--- config.mk ---
export PLATFORM = sky130hd
export DESIGN_NAME = regfile_wb_sched
export DESIGN_NICKNAME = d
export VERILOG_FILES = /design/src/rtl/regfile_wb_sched.sv
export SDC_FILE = /design/constraint.sdc
export NUM_CORES = 1
export LEC_CHECK = 0
export BUFFER_PORTS_ARGS = -buffer_cell sky130_fd_sc_hd__buf_2
export CAP_MARGIN = 30
export CORE_ASPECT_RATIO = 2
export CORE_UTILIZATION = 49
export DETAILED_ROUTE_END_ITERATION = 8
export PLACE_DENSITY = 0.92
export SLEW_MARGIN = 5
export SYNTH_ARGS = -nofsm -noshare
export SYNTH_HDL_FRONTEND = slang
export SYNTH_SLANG_ARGS = --single-unit
--- constraint.sdc ---
create_clock -name clk -period 3.6 [get_ports clk]
set_input_delay 0.72 -clock clk [delete_from_list [all_inputs] [get_ports clk]]
set_output_delay 0.72 -clock clk [all_outputs]
set_load 0.01 [all_outputs]
--- src/rtl/regfile_wb_sched.sv ---
// Write-back scheduler for the 32x32 register file: round-robin arbitration of
// producer write-backs onto the single write port, plus a per-register busy
// scoreboard for RAW/WAW hazard detection at decode.
module regfile_wb_sched #(
    parameter int unsigned N_REQ = 4,
    parameter int unsigned AW    = 5,
    parameter int unsigned DW    = 32
) (
    input  logic                  clk,
    input  logic                  rst,
    input  logic                  ena,
    input  logic [N_REQ-1:0]      req_valid,
    input  logic [AW*N_REQ-1:0]   req_addr,
    input  logic [DW*N_REQ-1:0]   req_data,
    output logic [N_REQ-1:0]      req_ready,
    input  logic                  alloc_valid,
    input  logic [AW-1:0]         alloc_addr,
    input  logic [AW-1:0]         rs_q,
    input  logic [AW-1:0]         rt_q,
    output logic                  rs_busy,
    output logic                  rt_busy,
    output logic                  waw_err,
    output logic                  w_ena,
    output logic [AW-1:0]         Rdc,
    output logic [DW-1:0]         Rd
);

    localparam int unsigned PW   = (N_REQ > 1) ? $clog2(N_REQ) : 1;
    localparam int unsigned NREG = 1 << AW;

    logic [PW-1:0]    r_rr_ptr;
    logic [NREG-1:0]  r_busy;
    logic             r_waw;
    logic             r_wena;
    logic [AW-1:0]    r_rdc;
    logic [DW-1:0]    r_rd;

    logic [N_REQ-1:0] w_grant;
    logic [PW-1:0]    w_gnt_idx;
    logic             w_xfer;
    logic [31:0]      w_idx;
    logic [AW-1:0]    w_sel_addr;
    logic [DW-1:0]    w_sel_data;
    logic [NREG-1:0]  w_clr;
    logic [NREG-1:0]  w_set;
    logic [NREG-1:0]  w_busy_nxt;
    logic             w_waw;

    // Round-robin search starting one past the last granted requester
    always_comb begin
        w_grant   = '0;
        w_gnt_idx = r_rr_ptr;
        w_xfer    = 1'b0;
        w_idx     = '0;
        if (ena) begin
            for (int unsigned k = 1; k <= N_REQ; k++) begin
                w_idx = (32'(r_rr_ptr) + 32'(k)) % 32'(N_REQ);
                if (!w_xfer && req_valid[w_idx[PW-1:0]]) begin
                    w_xfer                 = 1'b1;
                    w_gnt_idx              = w_idx[PW-1:0];
                    w_grant[w_idx[PW-1:0]] = 1'b1;
                end
            end
        end
    end

    assign w_sel_addr = req_addr[AW*w_gnt_idx +: AW];
    assign w_sel_data = req_data[DW*w_gnt_idx +: DW];

    // Scoreboard next state: clear on completing write, set on alloc (set wins)
    always_comb begin
        w_clr = '0;
        w_set = '0;
        if (r_wena) begin
            w_clr[r_rdc] = 1'b1;
        end
        if (alloc_valid && (alloc_addr != '0)) begin
            w_set[alloc_addr] = 1'b1;
        end
        w_busy_nxt    = (r_busy & ~w_clr) | w_set;
        w_busy_nxt[0] = 1'b0;
    end

    assign w_waw = alloc_valid && (alloc_addr != '0) && r_busy[alloc_addr] && !w_clr[alloc_addr];

    // Arbitration pointer and scoreboard state, frozen while ena is low
    always_ff @(posedge clk or negedge rst) begin
        if (!rst) begin
            r_rr_ptr <= PW'(N_REQ - 1);
            r_busy   <= '0;
            r_waw    <= 1'b0;
        end else if (ena) begin
            if (w_xfer) begin
                r_rr_ptr <= w_gnt_idx;
            end
            r_busy <= w_busy_nxt;
            r_waw  <= w_waw;
        end
    end

    // Output stage toward the register file; address 0 is consumed without a write
    always_ff @(posedge clk or negedge rst) begin
        if (!rst) begin
            r_wena <= 1'b0;
            r_rdc  <= '0;
            r_rd   <= '0;
        end else if (w_xfer) begin
            r_wena <= (w_sel_addr != '0);
            r_rdc  <= w_sel_addr;
            r_rd   <= w_sel_data;
        end else begin
            r_wena <= 1'b0;
        end
    end

    assign req_ready = w_grant;
    assign rs_busy   = r_busy[rs_q];
    assign rt_busy   = r_busy[rt_q];
    assign waw_err   = r_waw;
    assign w_ena     = r_wena;
    assign Rdc       = r_rdc;
    assign Rd        = r_rd;

endmodule

==> flow_summary.yaml <==
worst_setup_path:
  crit_path_max_fanout: 15
  reg2regPathDepth: 9
  slowest_delay_ps: 700
  required_ps: 2880
  startpoint_type: "flop"
  arrival_ps: 2740
  path_cells: "inv_1 > ha_1 > mux4_2 > a222oi_1 > a21oi_1 > buf_2"
  crit_path_end_kind: "output port"
  crit_type: "reg2out"
  worst_path_max_delay_cell: "dfstp_2"
cts:
  cts.repair.resized: 0
  clockBufferDepth: 2
  cts_root_buffer: "clkbuf_16"
  post-cts-setup-buffers: 0
  cts_tree: "yes"
  htree_num_levels: 3
  numCtsBuffers: 9
  clk_pin_slew_worst_paths_ps: 60
  cts.sink_count: 72
  hold_buffers: 0
  clock_latency_ps: 330
grt:
  antenna_found_initial: 6
  grt_pass1_vias: 5008
  busiest_layer: "met2"
  met3_usage_pct: 8.98
  track_usage_pct: 32.4
  grt_util_met1_pct: 35.7
  gr-total-overflow: 0
  grt_max_degree: 73
  gr-usage-met2_pct: 54.9
  grt_pass1_wl_um: 25900
synthesis:
  synth_area_leaders: "dfrtp_1, mux4_2, mux2_2, o21ai_0, mux4_1"
  syn_nets: 585
  yosysWarnings: 0
  synth_edf_count: 0
  syn_area_mm2: 0.00516
  synth_area_leader_cell: "dfrtp_1"
  yosys_most_used_dff: "dfrtp_1"
  async_reset_ff_share_pct: 100
  ys_seq_area_share_pct: 34.9
  yosysTopAreaCellShare_pct: 33.9
  synthCells: 406
  synth.avg_cell_area_um2: 12.7
  synth.most_common_cell: "dfrtp_1"
  ys_types: 50
  ys_seq_elements: 72
  synthTopCellsByCount: "dfrtp_1, o21ai_0, mux4_2, mux2_2"
placed_design:
  dpl.cell_count: 730
  place_area_mm2: 0.00629
  port-buffer-count: 215
  dp_hpwl_um: 12900
  gp_congestion: 1.02
route:
  route.final.wire_length_um: 16700
  drtPass1Iterations: 7
  via_per_inst: 6.37
  wl_per_cell_um: 22.3
  drt-initial-drc-count: 374
  vias: 4780
  ant_nets: 0
  drcViolationCount: 0
sta:
  setup_violations: 0
  relSlewSlack_pct: 61.1
  hold_viol_final: 0
  tns_ps: 0
  finalCriticalPeriod_ps: 3460
  drv_slew: 0
  rsz0062_at_grt: "false"
  fin_skew_ps: 5.44
  tightest_slew_ps: 577
  fmax_ghz: 0.289
  period_share_pct: 96.2
pwr:
  ir_worst_vdd_mv: 0.545
  p_leak_nw: 2.98
  power.density_mw_per_mm2: 802
outcome:
  status: "completed"
layout:
  final_cells: 750
  stdcell_area_mm2: 0.00670
  nets: 786
  drive_gt1_share_pct: 56.2
  synthToLayoutAreaGrowth_pct: 29.7
  nFillCells: 755
floorplanning:
  fp-row-count: 52
  die_w_um: 74.6
  initial_core_util_pct: 50.9
  die_y_um: 147
  die_area_mm2: 0.0110
  core-area_mm2: 0.0101
  ioPinCount: 216
hold_path:
  hold_class: "in2async"
job:
  maxCapViolCount: 0
## power by group
group	total (mW)	switching (mW)	internal, mW
combinational	2.69	1.22	1.48
sequential	1.58	0.391	1.19
clock	1.10	0.335	0.766
total	5.37	1.94	3.43
## worst max-delay path, delay by kind of cell (launching register included)
kind / cells / cell delay (ps)
fa+ha+maj: 1 / 380
compound gates: 2 / 570
buf+inv: 2 / 350
mux: 1 / 410
flops: 1 / 700
## cell type report
cell class                 count  area [um^2]  area share (%)
antenna                        3         7.51           0.112
clock buffer                  11          243            3.62
inverter                       5         18.8           0.280
tap                          135          169            2.52
sequential                    72         1800            26.9
clock inverter                 5          128            1.91
timing repair buffer         222         1180            17.6
multi-input combinational    297         3150            47.0
## path summary, 6_finish.rpt
kind	startpoint	end	slack [ps]
max	r_rr_ptr[1]$_DFFE_PN1P_	req_ready[2]	140
min	rst	r_busy[3]$_DFFE_PN0P_	290
max reg2reg	r_rr_ptr[1]$_DFFE_PN1P_	Rd[26]$_DFFE_PN0P_	220
min reg2reg	Rd[9]$_DFFE_PN0P_	Rd[9]$_DFFE_PN0P_	500
max in group asynchronous	rst	r_busy[4]$_DFFE_PN0P_	2750
min in group clk	Rd[9]$_DFFE_PN0P_	Rd[9]$_DFFE_PN0P_	500
## placed cells by master, fill, tap and decap left out, drive strengths merged, types with 5 or more instances in the layout
cell / instances
nor2: 12
mux2: 42
dfrtp: 70
nand3b: 6
mux4: 62
clkbuf: 11
nand2b: 9
ha: 8
inv: 5
a21oi: 8
nand2: 20
buf: 222
o21ai: 68
mux2i: 11
## sequential cells by signal, summed over array words and instances (netlist names)
signal and count:
r_rr_ptr 2, Rd 32, w_ena 1, Rdc 5, r_busy 31, waw_err 1
## metal layers
metal / wire [um] / part of all wire [%]
met1: 5390 / 32
met5: 41 / 0.25
met2: 8900 / 53
met3: 1470 / 8.8
met4: 919 / 5.5
## through the flow
stage	utilization [%]	hold slack (ps)	power [mW]	worst slack, ps
after floorplan	-	424	3.47	426
after global placement	62.0	486	4.08	409
after detailed placement	62.0	491	4.24	243
after CTS	65.6	505	5.35	225
after global routing	66.0	306	5.67	17.6
final	66.0	286	5.37	136
## logic make-up after synthesis
kind of cell,after synthesis,synth area share [%]
xor+xnor,5,0.848
fa+ha+maj,8,1.94
simple gates,73,8.29
compound gates,96,10.9
buf+inv,37,4.22
flops,72,34.9
mux,115,38.8
Note: power is estimated with default switching activity, not from simulation.
